==> config.mk <==
export PLATFORM = sky130hd
export DESIGN_NAME = hdlc_fcs_sequencer
export DESIGN_NICKNAME = d
export VERILOG_FILES = /design/src/rtl/hdlc_pkg.sv /design/src/rtl/crc16_8.sv /design/src/rtl/hdlc_fcs_sequencer.sv
export SDC_FILE = /design/constraint.sdc
export NUM_CORES = 1
export LEC_CHECK = 0
export BUFFER_PORTS_ARGS = -buffer_cell sky130_fd_sc_hd__buf_2
export CELL_PAD_IN_SITES_DETAIL_PLACEMENT = 1
export CELL_PAD_IN_SITES_GLOBAL_PLACEMENT = 1
export CORE_MARGIN = 2
export CORE_UTILIZATION = 34
export DETAILED_ROUTE_END_ITERATION = 16
export PLACE_DENSITY_LB_ADDON = 0.1
export SLEW_MARGIN = 20
export SYNTH_ARGS = -nofsm -noshare
export SYNTH_HDL_FRONTEND = slang
export SYNTH_SLANG_ARGS = --single-unit
==> constraint.sdc <==
create_clock -name clk -period 1.8 [get_ports clk]
set_input_delay 0.27 -clock clk [delete_from_list [all_inputs] [get_ports clk]]
set_output_delay 0.27 -clock clk [all_outputs]
set_load 0.05 [all_outputs]
==> src/rtl/hdlc_pkg.sv <==
// Shared HDLC definitions: sequencer state encoding and CRC-CCITT constants.
package hdlc_pkg;

  typedef enum logic [2:0] {
    S_IDLE   = 3'd0,
    S_DATA   = 3'd1,
    S_FCS_LO = 3'd2,
    S_FCS_HI = 3'd3,
    S_ABT    = 3'd4
  } state_t;

  localparam logic [15:0] CRC_INIT        = 16'hFFFF;
  localparam logic [15:0] CRC_RESIDUE     = 16'hF0B8;
  localparam logic [7:0]  HDLC_ABORT_BYTE = 8'h00;

endpackage

==> src/rtl/crc16_8.sv <==
// Byte-wide CRC-CCITT engine (reflected, poly 0x8408), one byte per enabled clock.
module crc16_8
  import hdlc_pkg::*;
(
  input  logic        clk,
  input  logic        reset,
  input  logic [7:0]  d,
  input  logic        en,
  input  logic        crc_rst,
  output logic [15:0] crc_inv,
  output logic        crc_ok
);

  logic [15:0] crc;

  function automatic logic [15:0] crc_step(input logic [15:0] c, input logic [7:0] b);
    logic [15:0] r;
    r = c;
    for (int i = 0; i < 8; i++) begin
      if (r[0] ^ b[i]) r = (r >> 1) ^ 16'h8408;
      else             r = r >> 1;
    end
    return r;
  endfunction

  always_ff @(posedge clk or posedge reset) begin
    if (reset)        crc <= CRC_INIT;
    else if (crc_rst) crc <= CRC_INIT;
    else if (en)      crc <= crc_step(crc, d);
  end

  assign crc_inv = ~crc;
  // Running a whole frame plus its FCS through the engine leaves the fixed residue.
  assign crc_ok  = (crc == CRC_RESIDUE);

endmodule

==> src/rtl/hdlc_fcs_sequencer.sv <==
// HDLC transmit sequencer: forwards payload bytes, appends the 2-byte FCS, handles abort/oversize.
module hdlc_fcs_sequencer
  import hdlc_pkg::*;
#(
  parameter int MAX_LEN = 1024,
  parameter int LEN_W   = 11,
  parameter int CNT_W   = 16
) (
  input  logic             clk,
  input  logic             reset,
  input  logic [7:0]       s_data,
  input  logic             s_valid,
  input  logic             s_last,
  output logic             s_ready,
  input  logic             abort,
  output logic [7:0]       m_data,
  output logic             m_valid,
  output logic             m_last,
  output logic             m_abort,
  input  logic             m_ready,
  output logic             busy,
  output logic             err_oversize,
  output logic [CNT_W-1:0] frame_cnt
);

  state_t           state, state_n;
  logic [LEN_W-1:0] len, len_n, len_inc;
  logic             slot_free, load, load_last, load_abort, crc_rst, oversize;
  logic [7:0]       load_data;
  logic [15:0]      crc_inv;
  logic             crc_ok_unused;

  crc16_8 u_crc (
    .clk     (clk),
    .reset   (reset),
    .d       (s_data),
    .en      (s_valid && s_ready),
    .crc_rst (crc_rst),
    .crc_inv (crc_inv),
    .crc_ok  (crc_ok_unused)
  );

  assign slot_free = !m_valid || m_ready;
  assign busy      = (state != S_IDLE);

  always_comb begin
    state_n    = state;
    len_n      = len;
    s_ready    = 1'b0;
    load       = 1'b0;
    load_data  = m_data;
    load_last  = 1'b0;
    load_abort = 1'b0;
    crc_rst    = 1'b0;
    oversize   = 1'b0;
    len_inc    = (state == S_IDLE) ? LEN_W'(1) : len + LEN_W'(1);
    unique case (state)
      S_IDLE, S_DATA: begin
        // abort wins over a same-cycle byte, but only once a frame is under way
        s_ready = slot_free && !(abort && state == S_DATA);
        if (state == S_DATA && abort) begin
          state_n = S_ABT;
        end else if (s_valid && s_ready) begin
          load      = 1'b1;
          load_data = s_data;
          len_n     = len_inc;
          if (s_last)                          state_n = S_FCS_LO;
          else if (len_inc == LEN_W'(MAX_LEN)) begin
            state_n  = S_ABT;
            oversize = 1'b1;
          end else                             state_n = S_DATA;
        end
      end
      S_FCS_LO: if (slot_free) begin
        load      = 1'b1;
        load_data = crc_inv[7:0];
        state_n   = S_FCS_HI;
      end
      S_FCS_HI: if (slot_free) begin
        load      = 1'b1;
        load_data = crc_inv[15:8];
        load_last = 1'b1;
        crc_rst   = 1'b1;
        len_n     = '0;
        state_n   = S_IDLE;
      end
      S_ABT: if (slot_free) begin
        load       = 1'b1;
        load_data  = HDLC_ABORT_BYTE;
        load_last  = 1'b1;
        load_abort = 1'b1;
        crc_rst    = 1'b1;
        len_n      = '0;
        state_n    = S_IDLE;
      end
      default: state_n = S_IDLE;
    endcase
  end

  // Output register stage: holds its byte until the downstream handshake
  always_ff @(posedge clk or posedge reset) begin
    if (reset) begin
      state        <= S_IDLE;
      len          <= '0;
      m_valid      <= 1'b0;
      m_data       <= 8'h00;
      m_last       <= 1'b0;
      m_abort      <= 1'b0;
      err_oversize <= 1'b0;
      frame_cnt    <= '0;
    end else begin
      state        <= state_n;
      len          <= len_n;
      err_oversize <= oversize;
      if (load) begin
        m_valid <= 1'b1;
        m_data  <= load_data;
        m_last  <= load_last;
        m_abort <= load_abort;
      end else if (m_ready) begin
        m_valid <= 1'b0;
      end
      if (m_valid && m_ready && m_last && !m_abort) frame_cnt <= frame_cnt + CNT_W'(1);
    end
  end

endmodule

After elaboration in Yosys (flattened, before gate mapping)
Index checks and enable logic that the tools add are counted.
Word-level totals
  register bits: 58
  input bits: 14
  output and inout port bits: 30
  word-level logic and storage cells: 119
Operators by class
  add/subtract/negate cells: 2
  equality and inequality tests: 12
  mux-type cells: 56
  bitwise gates (word level): 17
  reductions and logical operators: 23
Operators with widths (count)
  $mux 16: 24
  $mux 11: 4
  $mux 8: 5
  $pmux 8 s4: 1
  $not 2->3: 8
  $pmux 11 s2: 1
  $mux 3: 6
  $add 16x1->16 const B: 1
  $not 16->16: 1
  $mux 1: 13
  $add 11x1->11 const B: 1
  $eq 11x11->1 const B: 1
  $ne 2x2->1 const B: 5
  $pmux 3 s3: 1
  $xor 1x1->1: 8
  $logic_and 1x1->1: 7
  $reduce_and 7->1: 1
  $eq 3x2->1 const B: 2
  $reduce_bool 2->1: 3
  $reduce_and 4->1: 1
  $reduce_bool 4->1: 1
  $reduce_or 2->1: 2
  $eq 3x1->1 const B: 1
  $eq 3x3->1 const B: 1
  other kinds (9): 11

Depth between registers and ports, before layout
Gate-level depths: netlist (run 1).
  depth after elaboration: 36
  mapped depth: 8

Modules after synthesis
A second synthesis (run 1) with hierarchy kept.
Second synthesis, totals
  cells, all modules: 360
  area, all modules: 3575.9 sq um
Modules (own cells, without submodules)
  hdlc_fcs_sequencer: times used 1, cells each 254, area an instance 2459.9 sq um
  crc16_8: times used 1, cells each 106, area an instance 1116.1 sq um

Worst setup path after synthesis (run 1)
Ideal clock, no wire load.
  kind: reg2reg
  start point: register m_valid
  end point: register u_crc.crc[0]
  arrival: 2.274 ns
  data required time: 1.720 ns
  setup slack: -0.553 ns
  cell stages (with the launch flop): 6
  clock period less this slack: 2.353 ns
  cells stage by stage: dfrtp_1 -> nor2b_1 -> nor2_1 -> nand2_1 -> clkbuf_1 -> o22a_1
On the way
  cells in the longest elaborated chain, start to end: 6
  elaborated cells between the ends (all ways): 9
  those cells by class: 4 x mux; 5 x reduce/logical
Ends and longest elaborated chain
  start: declaration: line hdlc_fcs_sequencer.sv:17  | output logic m_valid,
  start signal: assignment: line hdlc_fcs_sequencer.sv:105  | m_valid <= 1'b0;
  start signal: assignment: line hdlc_fcs_sequencer.sv:116  | m_valid <= 1'b1;
  start signal: assignment: line hdlc_fcs_sequencer.sv:121  | m_valid <= 1'b0;
  $logic_not 1->1: line hdlc_fcs_sequencer.sv:43  | assign slot_free = !m_valid || m_ready;
  $logic_or 1x1->1: line hdlc_fcs_sequencer.sv:43
  $logic_and 1x1->1: line hdlc_fcs_sequencer.sv:60  | s_ready = slot_free && !(abort && state == S_DATA);
  $mux 1: line hdlc_fcs_sequencer.sv:57  | unique case (state)
  net s_ready: line hdlc_fcs_sequencer.sv:14  | output logic s_ready,
  $logic_and 1x1->1: line hdlc_fcs_sequencer.sv:37  | .en (s_valid && s_ready),
  $reduce_bool 2->1 (no source line)
  end signal: assignment: line crc16_8.sv:29  | else if (en) crc <= crc_step(crc, d);
  end: declaration: line crc16_8.sv:14  | logic [15:0] crc;
The timed path passes the listed nets, and every way through them passes these cells.
A chain may end at the register's enable or synchronous reset.

Final worst setup path (run 1)
  start point: register state[0]
  end point: output port s_ready
On the way
  cells in the longest elaborated chain, start to end: 5
  elaborated cells between the ends (all ways): 7
  those cells by class: 1 x eq/ne; 1 x mux; 5 x reduce/logical
Ends and longest elaborated chain
  start: declaration: line hdlc_fcs_sequencer.sv:26  | state_t state, state_n;
  start signal: assignment: line hdlc_fcs_sequencer.sv:112  | state <= state_n;
  $eq 3x1->1: line hdlc_fcs_sequencer.sv:57, hdlc_fcs_sequencer.sv:60
  $logic_and 1x1->1: line hdlc_fcs_sequencer.sv:60
  $logic_not 1->1: line hdlc_fcs_sequencer.sv:60
  $logic_and 1x1->1: line hdlc_fcs_sequencer.sv:60
  $mux 1 *: line hdlc_fcs_sequencer.sv:57
  end: declaration: line hdlc_fcs_sequencer.sv:14
Every way passes the cells marked *; elsewhere a longest branch is shown, timed or not.

==> results of run 1 <==
## state kept, by name (all words and copies together), names as in the netlist
register,count
m_last,1
m_abort,1
state,3
len,11
err_oversize,1
u_crc.crc,16
m_valid,1
m_data,8
frame_cnt,16
## cell usage after synthesis (8+ instances only)
cell | instances | share of area (%)
sky130_fd_sc_hd__o21ai_0 | 23 | 3.7
sky130_fd_sc_hd__xnor2_1 | 24 | 6.7
sky130_fd_sc_hd__a21oi_1 | 10 | 1.6
sky130_fd_sc_hd__dfrtp_1 | 42 | 34
sky130_fd_sc_hd__nor2_1 | 16 | 1.9
sky130_fd_sc_hd__nand2_1 | 41 | 4.9
sky130_fd_sc_hd__o221ai_1 | 8 | 2.2
sky130_fd_sc_hd__clkbuf_1 | 10 | 1.2
sky130_fd_sc_hd__o22a_1 | 16 | 4.5
sky130_fd_sc_hd__xor2_1 | 20 | 5.6
sky130_fd_sc_hd__dfstp_2 | 16 | 13
sky130_fd_sc_hd__and3_1 | 9 | 1.8
sky130_fd_sc_hd__nand3_1 | 9 | 1.4
## metrics by stage
| stage | setup WS [ns] | power [mW] | utilization (%) | std cells |
|---|---|---|---|---|
| 6_report | -0.139 | 7.42 | 47.2 | 526 |
| 4_1_cts | -0.140 | 7.08 | 44.5 | 520 |
| 2_1_floorplan | -0.0336 | 4.57 | - | 317 |
| 3_5_place_dp | -0.270 | 5.72 | 41.1 | 497 |
| 5_1_grt | -0.184 | 7.91 | 47.2 | 526 |
| 3_3_place_gp | -0.106 | 5.64 | 41.1 | 497 |
## worst register-to-register path, delay by kind of cell, from the launching register on
family / cells / cell delay [ns]
AND/OR/NAND/NOR: 1 / 0.58
flip-flops: 1 / 0.42
buffers and inverters: 1 / 0.14
AO/OA/AOI/OAI: 4 / 0.69
## how the worst min path moves through the flow
| stage | slack, ns | to | cells after the start | startpoint |
|---|---|---|---|---|
| floorplan | 0.45 | err_oversize | 3 | s_last |
| global placement | 0.36 | frame_cnt[14] | 3 | reset |
| detailed placement | 0.37 | frame_cnt[15] | 3 | reset |
| CTS | 0.22 | err_oversize | 4 | s_last |
| global route | 0.24 | err_oversize | 4 | s_last |
| finish | 0.23 | err_oversize | 4 | s_last |
## cell families (layout without fill, tap and decap cells)
| group | after synthesis | after routing | synth area share, % |
|---|---|---|---|
| AOI/OAI and AO/OA | 80 | 80 | 17.9 |
| and+or+nand+nor | 109 | 110 | 18.2 |
| DFF | 58 | 58 | 46.9 |
| xor gates and xnor gates | 44 | 44 | 12.3 |
| muxes | 1 | 1 | 0.359 |
| adders and majority gates | 2 | 2 | 0.798 |
| buffers and inverters | 23 | 120 | 3.55 |
## area by class of cell
class / instances / area (µm²)
timing repair buffer: 99 / 738
multi-input combinational: 237 / 1750
inverter: 5 / 18.8
clock inverter: 5 / 30.0
tap: 111 / 139
fill: 1040 / 4810
sequential: 58 / 1480
clock buffer: 11 / 141
## repair_timing
item	in CTS	in global routing
buffers inserted	6	4
pin swaps	8	14
hold endpoints to repair	42	0
hold buffers	1	0
gates cloned	0	2
resized for setup	20	52
setup endpoints to repair	25	40
## per-layer routing
layer	track usage (%)	up-vias	share of wire, %
met2	31.4	46	50
met5	0	-	0
met3	4.11	20	3.0
met4	8.64	0	2.8
li1	-	1316	-
met1	22.6	1360	45
## power breakdown
group	switching (mW)	internal (mW)	total (mW)
Combinational	2.45	1.80	4.25
Sequential	0.303	1.78	2.08
Clock	0.560	0.529	1.09
==> impl_results.rst, run 1 <==
.. list-table::
   :header-rows: 1

   * - Metric
     - Value
   * - Run status
     - complete, but fails checks
   * - Violated checks
     - negative setup slack
   * - Hold WS
     - around 0.23 ns
   * - TritonCTS clock tree
     - yes
   * - Syn Area/Cell
     - roughly 9.9 µm²
   * - Cell-by-cell listing of the critical path
     - buf_6 > a211o_4 > buf_6 > nor2_4 > buf_8
   * - Starting density of the core
     - 34.4%
   * - Number of buffers and inverters on the critical path
     - 3
   * - Fraction of the yosys area taken by sequential cells
     - between 40% and 50%
   * - FF+latch count, synth
     - between 50 and 60
   * - WL final
     - roughly 9100 µm
   * - Number of levels the H-tree was split into
     - 3
   * - Final period demand of the worst path
     - a little under 2 ns
   * - Yosys warning count
     - 0
   * - Critical path type
     - flip-flop to output port
   * - Leakage dissipation
     - 1.91 nW
   * - Post-route fraction of the period consumed by the critical path
     - 108%
   * - HPWL reported at the end of detailed placement
     - 6110 µm
   * - Synthesized net count
     - approximately 330
   * - Rows
     - 35
   * - Vertical die dimension
     - between 100 and 150 µm
   * - Source of the worst register-to-register timing path
     - state[0]
   * - Mapped Area
     - 3130 µm²
   * - Number of sinks driven by the clock tree
     - 58
   * - Final number of max-transition violations
     - 0
   * - IO Count
     - between 40 and 50
   * - Headroom to the max-slew limit
     - approximately 71%
   * - Achievable Freq
     - 516 MHz
   * - CP most frequent cell
     - sky130_fd_sc_hd__buf_6
   * - Core area
     - 9110 µm²
   * - Wire length of the first global-routing pass
     - 14400 µm
   * - Kind of capture point of the worst setup path
     - output port
   * - Worst reg2reg endpoint
     - len[8]
   * - Slew @ Worst Pin
     - ~0.43 ns
   * - Category of the worst setup path launch point
     - flip-flop
   * - RSZ-0062 raised after global routing
     - yes
   * - Buffer levels on the longest clock path
     - 2
   * - Routability Congestion
     - roughly 0.77
   * - Worst setup path end
     - s_ready
   * - Iter 0 DRT Violations
     - around 120
   * - Most common flop cell mapped by yosys
     - sky130_fd_sc_hd__dfrtp_1
   * - Cell with the largest stage delay on the worst path
     - sky130_fd_sc_hd__dfrtp_1
   * - Max-cap violation count
     - 0
   * - Routed WL per cell
     - around 17 µm
   * - Final setup fails
     - 25
   * - Die X
     - around 100 µm
   * - Fraction of final layout cells sized beyond drive strength 1
     - between 40% and 50%
   * - Final hold violation count
     - 0
   * - Summed negative setup slack over all endpoints
     - -1.18 ns
   * - Synthesis-to-layout area growth
     - 37.0%
   * - DRC Markers
     - 0
   * - Reg clk slew, reported paths
     - 0.07 ns
   * - Count of flip-flops with a built-in enable after synthesis
     - 0
   * - Drt pass-1 iters
     - 4
   * - Family with the most delay on the worst path
     - buffers and inverters
   * - Worst Setup SP
     - state[0]
   * - Worst reg-to-reg path cell count
     - 6
   * - Number of vias after detailed routing
     - 2742
   * - Most used cells in the layout excluding fill and tap cells
     - 41 x sky130_fd_sc_hd__buf_2, 41 x sky130_fd_sc_hd__buf_4, 38 x sky130_fd_sc_hd__nand2_1, 37 x sky130_fd_sc_hd__dfrtp_1, 24 x sky130_fd_sc_hd__xnor2_1
   * - Vias in the first global route
     - about 2900
   * - Count of cell instances traversed by the critical path
     - 5
   * - Overall die area
     - about 10000 µm²
   * - Power density cells
     - approximately 1700 nW/µm²
   * - Distinct cell type count after synthesis
     - 52
   * - Largest stage delay on the critical path
     - between 0.4 and 0.5 ns
   * - Critical path fanouts, max
     - 4
   * - Critical Path RT
     - approximately 1.5 ns
   * - Placed cell area
     - between 3000 and 4000 µm²
   * - Root cell of the clock tree
     - sky130_fd_sc_hd__clkbuf_8
   * - Final std cell area, no fill
     - between 4000 and 5000 µm²
   * - Gr ovfl total
     - 0
   * - Maximum number of pins on one net before global-route repair
     - 59
   * - Number of buffers inserted by port buffering
     - 43
   * - Class of the tightest hold or removal check
     - input pin to flip-flop
   * - Nets@finish
     - ~430
   * - Antenna Nets Post-Route
     - 0
   * - Share of flip-flops with an asynchronous set or reset
     - 100%
   * - Critical path arrival
     - 1.67 ns
   * - Maximum ir drop on the vdd rail
     - 0.943 mV
   * - Mapped Cells
     - roughly 320
   * - Worst-skew pair later-pin latency
     - between 0.3 and 0.4 ns
   * - Number of clock buffers inserted by TritonCTS
     - 9
   * - Routed via count divided by cell count
     - 5.21
   * - Overall routing resource usage
     - a little under a fifth
   * - Antenna violations before repair
     - 0
   * - Reg-to-reg slack, setup
     - -0.12 ns
   * - Number of inserted diodes
     - 0
   * - Post-layout worst setup margin
     - -0.139 ns
   * - Worst setup skew after layout
     - about 0.0092 ns
No activity file was read; power rests on OpenSTA's default activity.
==> inputs of run 2 (changes only) <==
- CTS_BUF_LIST: not set -> sky130_fd_sc_hd__clkbuf_8 sky130_fd_sc_hd__clkbuf_16
- clock period: 1.8 -> 2.2 ns (I/O delays scaled with it)
==> run 2 against run 1 <==
The flow now finishes without violations. Count of clock-buffer cells in the layout up 1. Non-clock buffer count decreased by 43. Design area is 14% lower. Global-route usage shrank 1.0 points. Combinational power decreased by 38%. Worst hold slack improved by 0.067 ns. Utilization is 6.5 points lower. Cell count is 8.4% lower. Register-to-register slack improved by 0.37 ns. Critical path depth decreased by 2. Largest power group unchanged.
==> impl_results.rst, run 2 (same netlist as run 1, synthesis figures left out) <==
.. list-table::
   :header-rows: 1

   * - Metric
     - Value
   * - Run status
     - finished clean
   * - Root cell of the clock tree
     - sky130_fd_sc_hd__clkbuf_8
   * - Critical Path RT
     - 1.87 ns (+0.34 ns)
   * - Clk pwr share
     - 17.9% (+3.2 points)
   * - Kind of capture point of the worst setup path
     - output port
   * - Antenna Nets Post-Route
     - 0 (unchanged)
   * - Power density cells
     - 1440 nW/µm² (-17%)
   * - IO Count
     - 44 (unchanged)
   * - Internal power of the cells
     - 2.93 mW (-29%)
   * - Number of inserted diodes
     - 0 (unchanged)
   * - Category of the worst setup path launch point
     - flip-flop
   * - Post-route fraction of the period consumed by the critical path
     - approximately 93%
   * - Class of the tightest hold or removal check
     - input pin to flip-flop
   * - Cell Count, Final, Fillers Out
     - 482 (-8.4%)
   * - Antenna violations before repair
     - 0 (unchanged)
   * - Placed cell area
     - 3500 µm² (-6.6%)
   * - Final period demand of the worst path
     - around 2.0 ns
   * - P_sw
     - 2.39 mW (-28%)
   * - Most common library cell in the layout ignoring fill and taps
     - sky130_fd_sc_hd__buf_2
   * - Maximum ir drop on the vdd rail
     - 0.684 mV (-27%)
   * - Minimum setup slack after placement
     - 0.265 ns (+0.534 ns)
   * - Final number of max-transition violations
     - 0 (unchanged)
   * - Critical path type
     - flip-flop to output port
   * - Most used cells in the layout excluding fill and tap cells
     - 43 x sky130_fd_sc_hd__buf_2, 42 x sky130_fd_sc_hd__dfrtp_1, 41 x sky130_fd_sc_hd__nand2_1, 24 x sky130_fd_sc_hd__xnor2_1, 23 x sky130_fd_sc_hd__o21ai_0
   * - Summed negative setup slack over all endpoints
     - 0 ns (+1.18 ns)
   * - Number of clock buffers inserted by TritonCTS
     - 9 (unchanged)
   * - Post-Place Cells
     - 465 (-6.4%)
   * - Post-CTS setup buffer count
     - 0 (-6)
   * - Overall routing resource usage
     - 17.6% (-1.0 points)
   * - Number of vias after detailed routing
     - 2538 (-7.4%)
   * - Family with the most delay on the worst path
     - simple AND/OR/NAND/NOR gates
   * - Post-layout worst setup margin
     - 0.155 ns (+0.295 ns)
   * - Gr ovfl total
     - 0 (unchanged)
   * - Drt pass-1 iters
     - 4 (unchanged)
   * - Switching share of total power
     - 45.0% (+0.37 points)
   * - Vias in the first global route
     - 2656 (-8.1%)
   * - Achievable Freq
     - 489 MHz
   * - Max-cap violation count
     - 0 (unchanged)
   * - Sequential Power Share
     - 32.5% (+4.4 points)
   * - Starting density of the core
     - 34.4% (unchanged)
   * - Final core occ
     - 40.7% (-6.5 points)
   * - Routed via count divided by cell count
     - 5.27 (+1.0%)
   * - Cell with the largest stage delay on the worst path
     - sky130_fd_sc_hd__or3_1
   * - Synthesis-to-layout area growth
     - 18.2%
   * - WL final
     - 8060 µm (-11%)
   * - Fraction of final layout cells sized beyond drive strength 1
     - 26.1% (-17 points)
   * - Final hold violation count
     - 0 (unchanged)
   * - Iter 0 DRT Violations
     - 85 (-27%)
   * - Registers with the most flip-flops
     - frame_cnt x16, u_crc.crc x16, len x11
   * - Routed WL per cell
     - 16.7 µm (-3.2%)
   * - Routability Congestion
     - 0.742 (-3.0%)
   * - Leakage dissipation
     - 1.64 nW (-14%)
   * - Final std cell area, no fill
     - 3700 µm² (-14%)
   * - DRC Markers
     - 0 (unchanged)
   * - Combinational cell fraction of total power
     - 49.6% (-7.6 points)
   * - Die X
     - 100 µm (unchanged)
   * - Core area
     - 9110 µm² (unchanged)
   * - Critical path fanouts, max
     - 15 (+11)
   * - Reg clk slew, reported paths
     - 0.06 ns (about the same)
   * - Number of buffers inserted by port buffering
     - 43 (unchanged)
   * - Worst-skew pair later-pin latency
     - 0.34 ns (about the same)
   * - Wire length of the first global-routing pass
     - 13700 µm (-5.2%)
   * - Overall die area
     - 10000 µm² (unchanged)
   * - TritonCTS clock tree
     - yes
   * - RSZ-0062 raised after global routing
     - no
   * - Hold WS
     - 0.300 ns (+0.0667 ns)
   * - Worst setup skew after layout
     - 0.00796 ns (-0.00126 ns)
   * - Number of buffers and inverters on the critical path
     - 2 (-1)
   * - Overall power
     - 5.32 mW (-28%)
   * - Number of levels the H-tree was split into
     - 3 (unchanged)
   * - Rows
     - 35 (unchanged)
   * - Nets@finish
     - 382 (-10%)
   * - Cell-by-cell listing of the critical path
     - buf_4 > or3_1 > buf_2
   * - Critical path arrival
     - 1.71 ns (+0.04 ns)
   * - Buffer levels on the longest clock path
     - 2 (unchanged)
   * - Headroom to the max-slew limit
     - 66.1% (-4.8 points)
   * - HPWL reported at the end of detailed placement
     - 5730 µm (-6.2%)
   * - Largest stage delay on the critical path
     - 0.51 ns (+0.09 ns)
   * - Vertical die dimension
     - 100 µm (unchanged)
   * - Final setup fails
     - 0 (-100%)
   * - Slew @ Worst Pin
     - 0.507 ns (+0.0738 ns)
   * - Maximum number of pins on one net before global-route repair
     - 31 (-47%)
   * - Number of sinks driven by the clock tree
     - 58 (unchanged)
[run 2: cell types whose count changed in the layout (fill, tap and decap cells not counted), sizes merged]
cell,change
clkinvlp,-2
clkinv,-1
or4b,-1
buf,-42
inv,+2
[run 2: worst min-delay path: stages]
cell and delay [ns]:
sky130_fd_sc_hd__buf_2 0.10, sky130_fd_sc_hd__nor2_1 0.06, sky130_fd_sc_hd__nand2_1 0.07, sky130_fd_sc_hd__nor4_2 0.04
[run 2: routing by layer]
| metal | GRT usage (%) | vias to the layer above | wire, µm |
|---|---|---|---|
| li1 | - | 1222 | - |
| met1 | 22.1 | 1265 | 3650 |
| met2 | 29.8 | 42 | 4020 |
| met3 | 5.15 | 9 | 297 |
| met4 | 4.21 | 0 | 92 |
| met5 | 0 | - | 0 |
[run 2: final timing paths]
path                                from       endpoint  slack [ns]  cells after the start
max                             state[1]           busy        0.16                      3
max reg2reg                       len[0]   err_oversize        0.25                      6
max in group asynchronous          reset  u_crc.crc[11]        1.17                      4
min in group asynchronous          reset  frame_cnt[15]        0.48                      3
min                               s_last   err_oversize        0.30                      4
min reg2reg                frame_cnt[15]  frame_cnt[15]        0.47                      1
[run 2: power groups by stage]
| stage | registers (mW) | logic (mW) | clock network [mW] |
|---|---|---|---|
| 5_1_grt | 1.78 | 2.93 | 1.03 |
| 4_1_cts | 1.73 | 2.69 | 0.991 |
| 3_5_place_dp | 1.75 | 2.67 | 0 |
| 2_1_floorplan | 2.10 | 1.62 | 0 |
| 3_3_place_gp | 1.73 | 2.63 | 0 |
| 6_report | 1.73 | 2.64 | 0.951 |
[run 2: repair_timing]
| item | CTS | global route |
|---|---|---|
| gates resized for setup | 0 | 0 |
| hold endpoints to repair | 11 | 0 |
| hold buffers | 1 | 0 |
[run 2: layout make-up]
class                      count  area, µm²
sequential                    58       1470
multi-input combinational    236       1550
clock buffer                  12        176
fill                        1082       5400
clock inverter                 4       17.5
inverter                       5       18.8
timing repair buffer          56        328
tap                          111        139
==> inputs of run 3 (changes only) <==
- CORE_UTILIZATION: 34 -> 44
==> run 3 against run 2 <==
Design area is 2.0% lower. Non-clock buffer count down 4. Combinational power about the same. Critical path type unchanged. Largest power group unchanged. Highest routed layer unchanged.
==> impl_results.rst, run 3 (same netlist as run 1, synthesis figures left out) <==
.. list-table::
   :header-rows: 1

   * - Metric
     - Value
   * - Run status
     - finished clean
   * - Vertical die dimension
     - 88.4 µm (-12%)
   * - Number of clock buffers inserted by TritonCTS
     - 9 (unchanged)
   * - Power density cells
     - 1430 nW/µm² (-0.35%)
   * - Largest stage delay on the critical path
     - 0.53 ns (+0.02 ns)
   * - Antenna Nets Post-Route
     - 0 (unchanged)
   * - Kind of capture point of the worst setup path
     - output port
   * - Routability Congestion
     - 0.814 (+9.6%)
   * - Core area
     - 6830 µm² (-25%)
   * - RSZ-0062 raised after global routing
     - no
   * - Worst reg-to-reg path cell count
     - 6 (unchanged)
   * - Slew @ Worst Pin
     - 0.555 ns (+0.0481 ns)
   * - Number of inserted diodes
     - 0 (unchanged)
   * - Antenna violations before repair
     - 0 (unchanged)
   * - Reg clk slew, reported paths
     - 0.07 ns (about the same)
   * - Post-route fraction of the period consumed by the critical path
     - 90.2% (-2.8 points)
   * - Most common library cell in the layout ignoring fill and taps
     - sky130_fd_sc_hd__buf_2
   * - Fraction of final layout cells sized beyond drive strength 1
     - 25.9% (-0.26 points)
   * - Max-cap violation count
     - 0 (unchanged)
   * - Registers with the most flip-flops
     - frame_cnt x16, u_crc.crc x16, len x11
   * - Placed cell area
     - 3460 µm² (-1.2%)
   * - Final core occ
     - 53.2% (+12 points)
   * - Final hold violation count
     - 0 (unchanged)
   * - Number of buffers and inverters on the critical path
     - 1 (-1)
   * - Category of the worst setup path launch point
     - flip-flop
   * - Root cell of the clock tree
     - sky130_fd_sc_hd__clkbuf_8
   * - Cell-by-cell listing of the critical path
     - a211o_1 > nor2_2 > buf_2
   * - Drt pass-1 iters
     - 4 (unchanged)
   * - HPWL reported at the end of detailed placement
     - 5300 µm (-7.7%)
   * - Cell with the largest stage delay on the worst path
     - sky130_fd_sc_hd__dfrtp_1
   * - Iter 0 DRT Violations
     - 100 (+18%)
   * - Vias in the first global route
     - 2689 (+1.2%)
   * - Hold WS
     - 0.0432 ns (-0.257 ns)
   * - Overall routing resource usage
     - 21.6% (+4.0 points)
   * - Number of buffers inserted by port buffering
     - 43 (unchanged)
   * - Critical Path RT
     - 1.87 ns (about the same)
   * - Worst setup skew after layout
     - 0.0108 ns (+0.00283 ns)
   * - TritonCTS clock tree
     - yes
   * - Routed via count divided by cell count
     - 5.51 (+4.7%)
   * - Rows
     - 30 (-14%)
   * - Nets@finish
     - 378 (-1.0%)
   * - Worst-skew pair later-pin latency
     - 0.33 ns (about the same)
   * - Starting density of the core
     - 45.9% (+11 points)
   * - Final number of max-transition violations
     - 0 (unchanged)
   * - Overall die area
     - 7810 µm² (-22%)
   * - Post-CTS setup buffer count
     - 0 (unchanged)
   * - Class of the tightest hold or removal check
     - input pin to asynchronous set/reset pin
   * - Die X
     - 88.4 µm (-12%)
   * - Number of vias after detailed routing
     - 2553 (+0.59%)
   * - Final std cell area, no fill
     - 3630 µm² (-2.0%)
   * - Maximum number of pins on one net before global-route repair
     - 59 (+90%)
   * - Most used cells in the layout excluding fill and tap cells
     - 43 x sky130_fd_sc_hd__buf_2, 42 x sky130_fd_sc_hd__dfrtp_1, 41 x sky130_fd_sc_hd__nand2_1, 24 x sky130_fd_sc_hd__xnor2_1, 23 x sky130_fd_sc_hd__o21ai_0
   * - Wire length of the first global-routing pass
     - 13000 µm (-4.6%)
   * - Final period demand of the worst path
     - 1.98 ns (-0.0607 ns)
   * - Family with the most delay on the worst path
     - flip-flops
   * - Quantity of gates resized following cts
     - 0 (unchanged)
   * - Maximum ir drop on the vdd rail
     - 0.698 mV (+1.9%)
   * - Final setup fails
     - 0 (unchanged)
   * - Routed WL per cell
     - 16.4 µm (-2.1%)
   * - Synthesis-to-layout area growth
     - 15.8%
   * - Post-Place Cells
     - 447 (-3.9%)
   * - Critical path arrival
     - 1.65 ns (-0.06 ns)
   * - Gr ovfl total
     - 0 (unchanged)
   * - Achievable Freq
     - 504 MHz (+3.1%)
   * - Number of inserted filler cells in the final layout
     - 820 (-24%)
   * - Count of cell instances traversed by the critical path
     - 3 (unchanged)
   * - Number of sinks driven by the clock tree
     - 58 (unchanged)
   * - Cell Count, Final, Fillers Out
     - 463 (-3.9%)
   * - Summed negative setup slack over all endpoints
     - 0 ns (unchanged)
   * - Buffer levels on the longest clock path
     - 2 (unchanged)
   * - Leakage dissipation
     - 1.60 nW (-2.5%)
   * - Number of levels the H-tree was split into
     - 3 (unchanged)
   * - Critical path type
     - flip-flop to output port
   * - Number of hold buffers added after CTS
     - 0 (-1)
   * - IO Count
     - 44 (unchanged)
   * - DRC Markers
     - 0 (unchanged)
   * - Headroom to the max-slew limit
     - 62.7% (-3.4 points)
   * - WL final
     - 7580 µm (-6.0%)
   * - Critical path fanouts, max
     - 16 (+1)
run 3: final cells by class:
type | instances | area (µm²) | share of cell area [%]
flip-flops and latches | 58 | 1470 | 40.5
repair buffers | 52 | 295 | 8.13
multi-input cells | 236 | 1550 | 42.8
clock buffers | 10 | 138 | 3.79
clock inverters | 6 | 33.8 | 0.930
inverters | 5 | 18.8 | 0.517
well taps | 96 | 120 | 3.31
run 3: power by group:
group          leakage [nW]  internal (mW)  switching (mW)
clock                0.0892          0.429           0.422
combinational         0.784          0.935            1.67
sequential            0.726           1.45           0.285
total                  1.60           2.82            2.38
run 3: through the flow:
step	total power [mW]	setup slack [ns]
2_1_floorplan	3.72	0.157
3_3_place_gp	4.29	0.323
3_5_place_dp	4.38	0.245
4_1_cts	5.26	0.189
5_1_grt	5.60	0.103
6_report	5.20	0.216
run 3: final timing paths:
kind / from / endpoint / slack [ns]
setup / recovery: state[1] / s_ready / 0.22
hold / removal: reset / len[2] / 0.04
setup reg to reg: len[0] / err_oversize / 0.23
hold reg to reg: frame_cnt[15] / frame_cnt[15] / 0.46
max in group asynchronous: reset / u_crc.crc[9] / 1.83
min in group clk: s_last / err_oversize / 0.33
run 3: metal layers:
metal / up-vias / routed length [µm] / track usage [%]
met5: - / 0 / 0
met4: 0 / 111 / 7.85
met3: 8 / 160 / 3.08
met2: 30 / 3870 / 37.9
met1: 1297 / 3430 / 27.0
li1: 1218 / - / -
run 3: tightest hold or removal path, delay by kind of cell:
kind	cells	cell delay (ns)
buf+inv	3	0.44
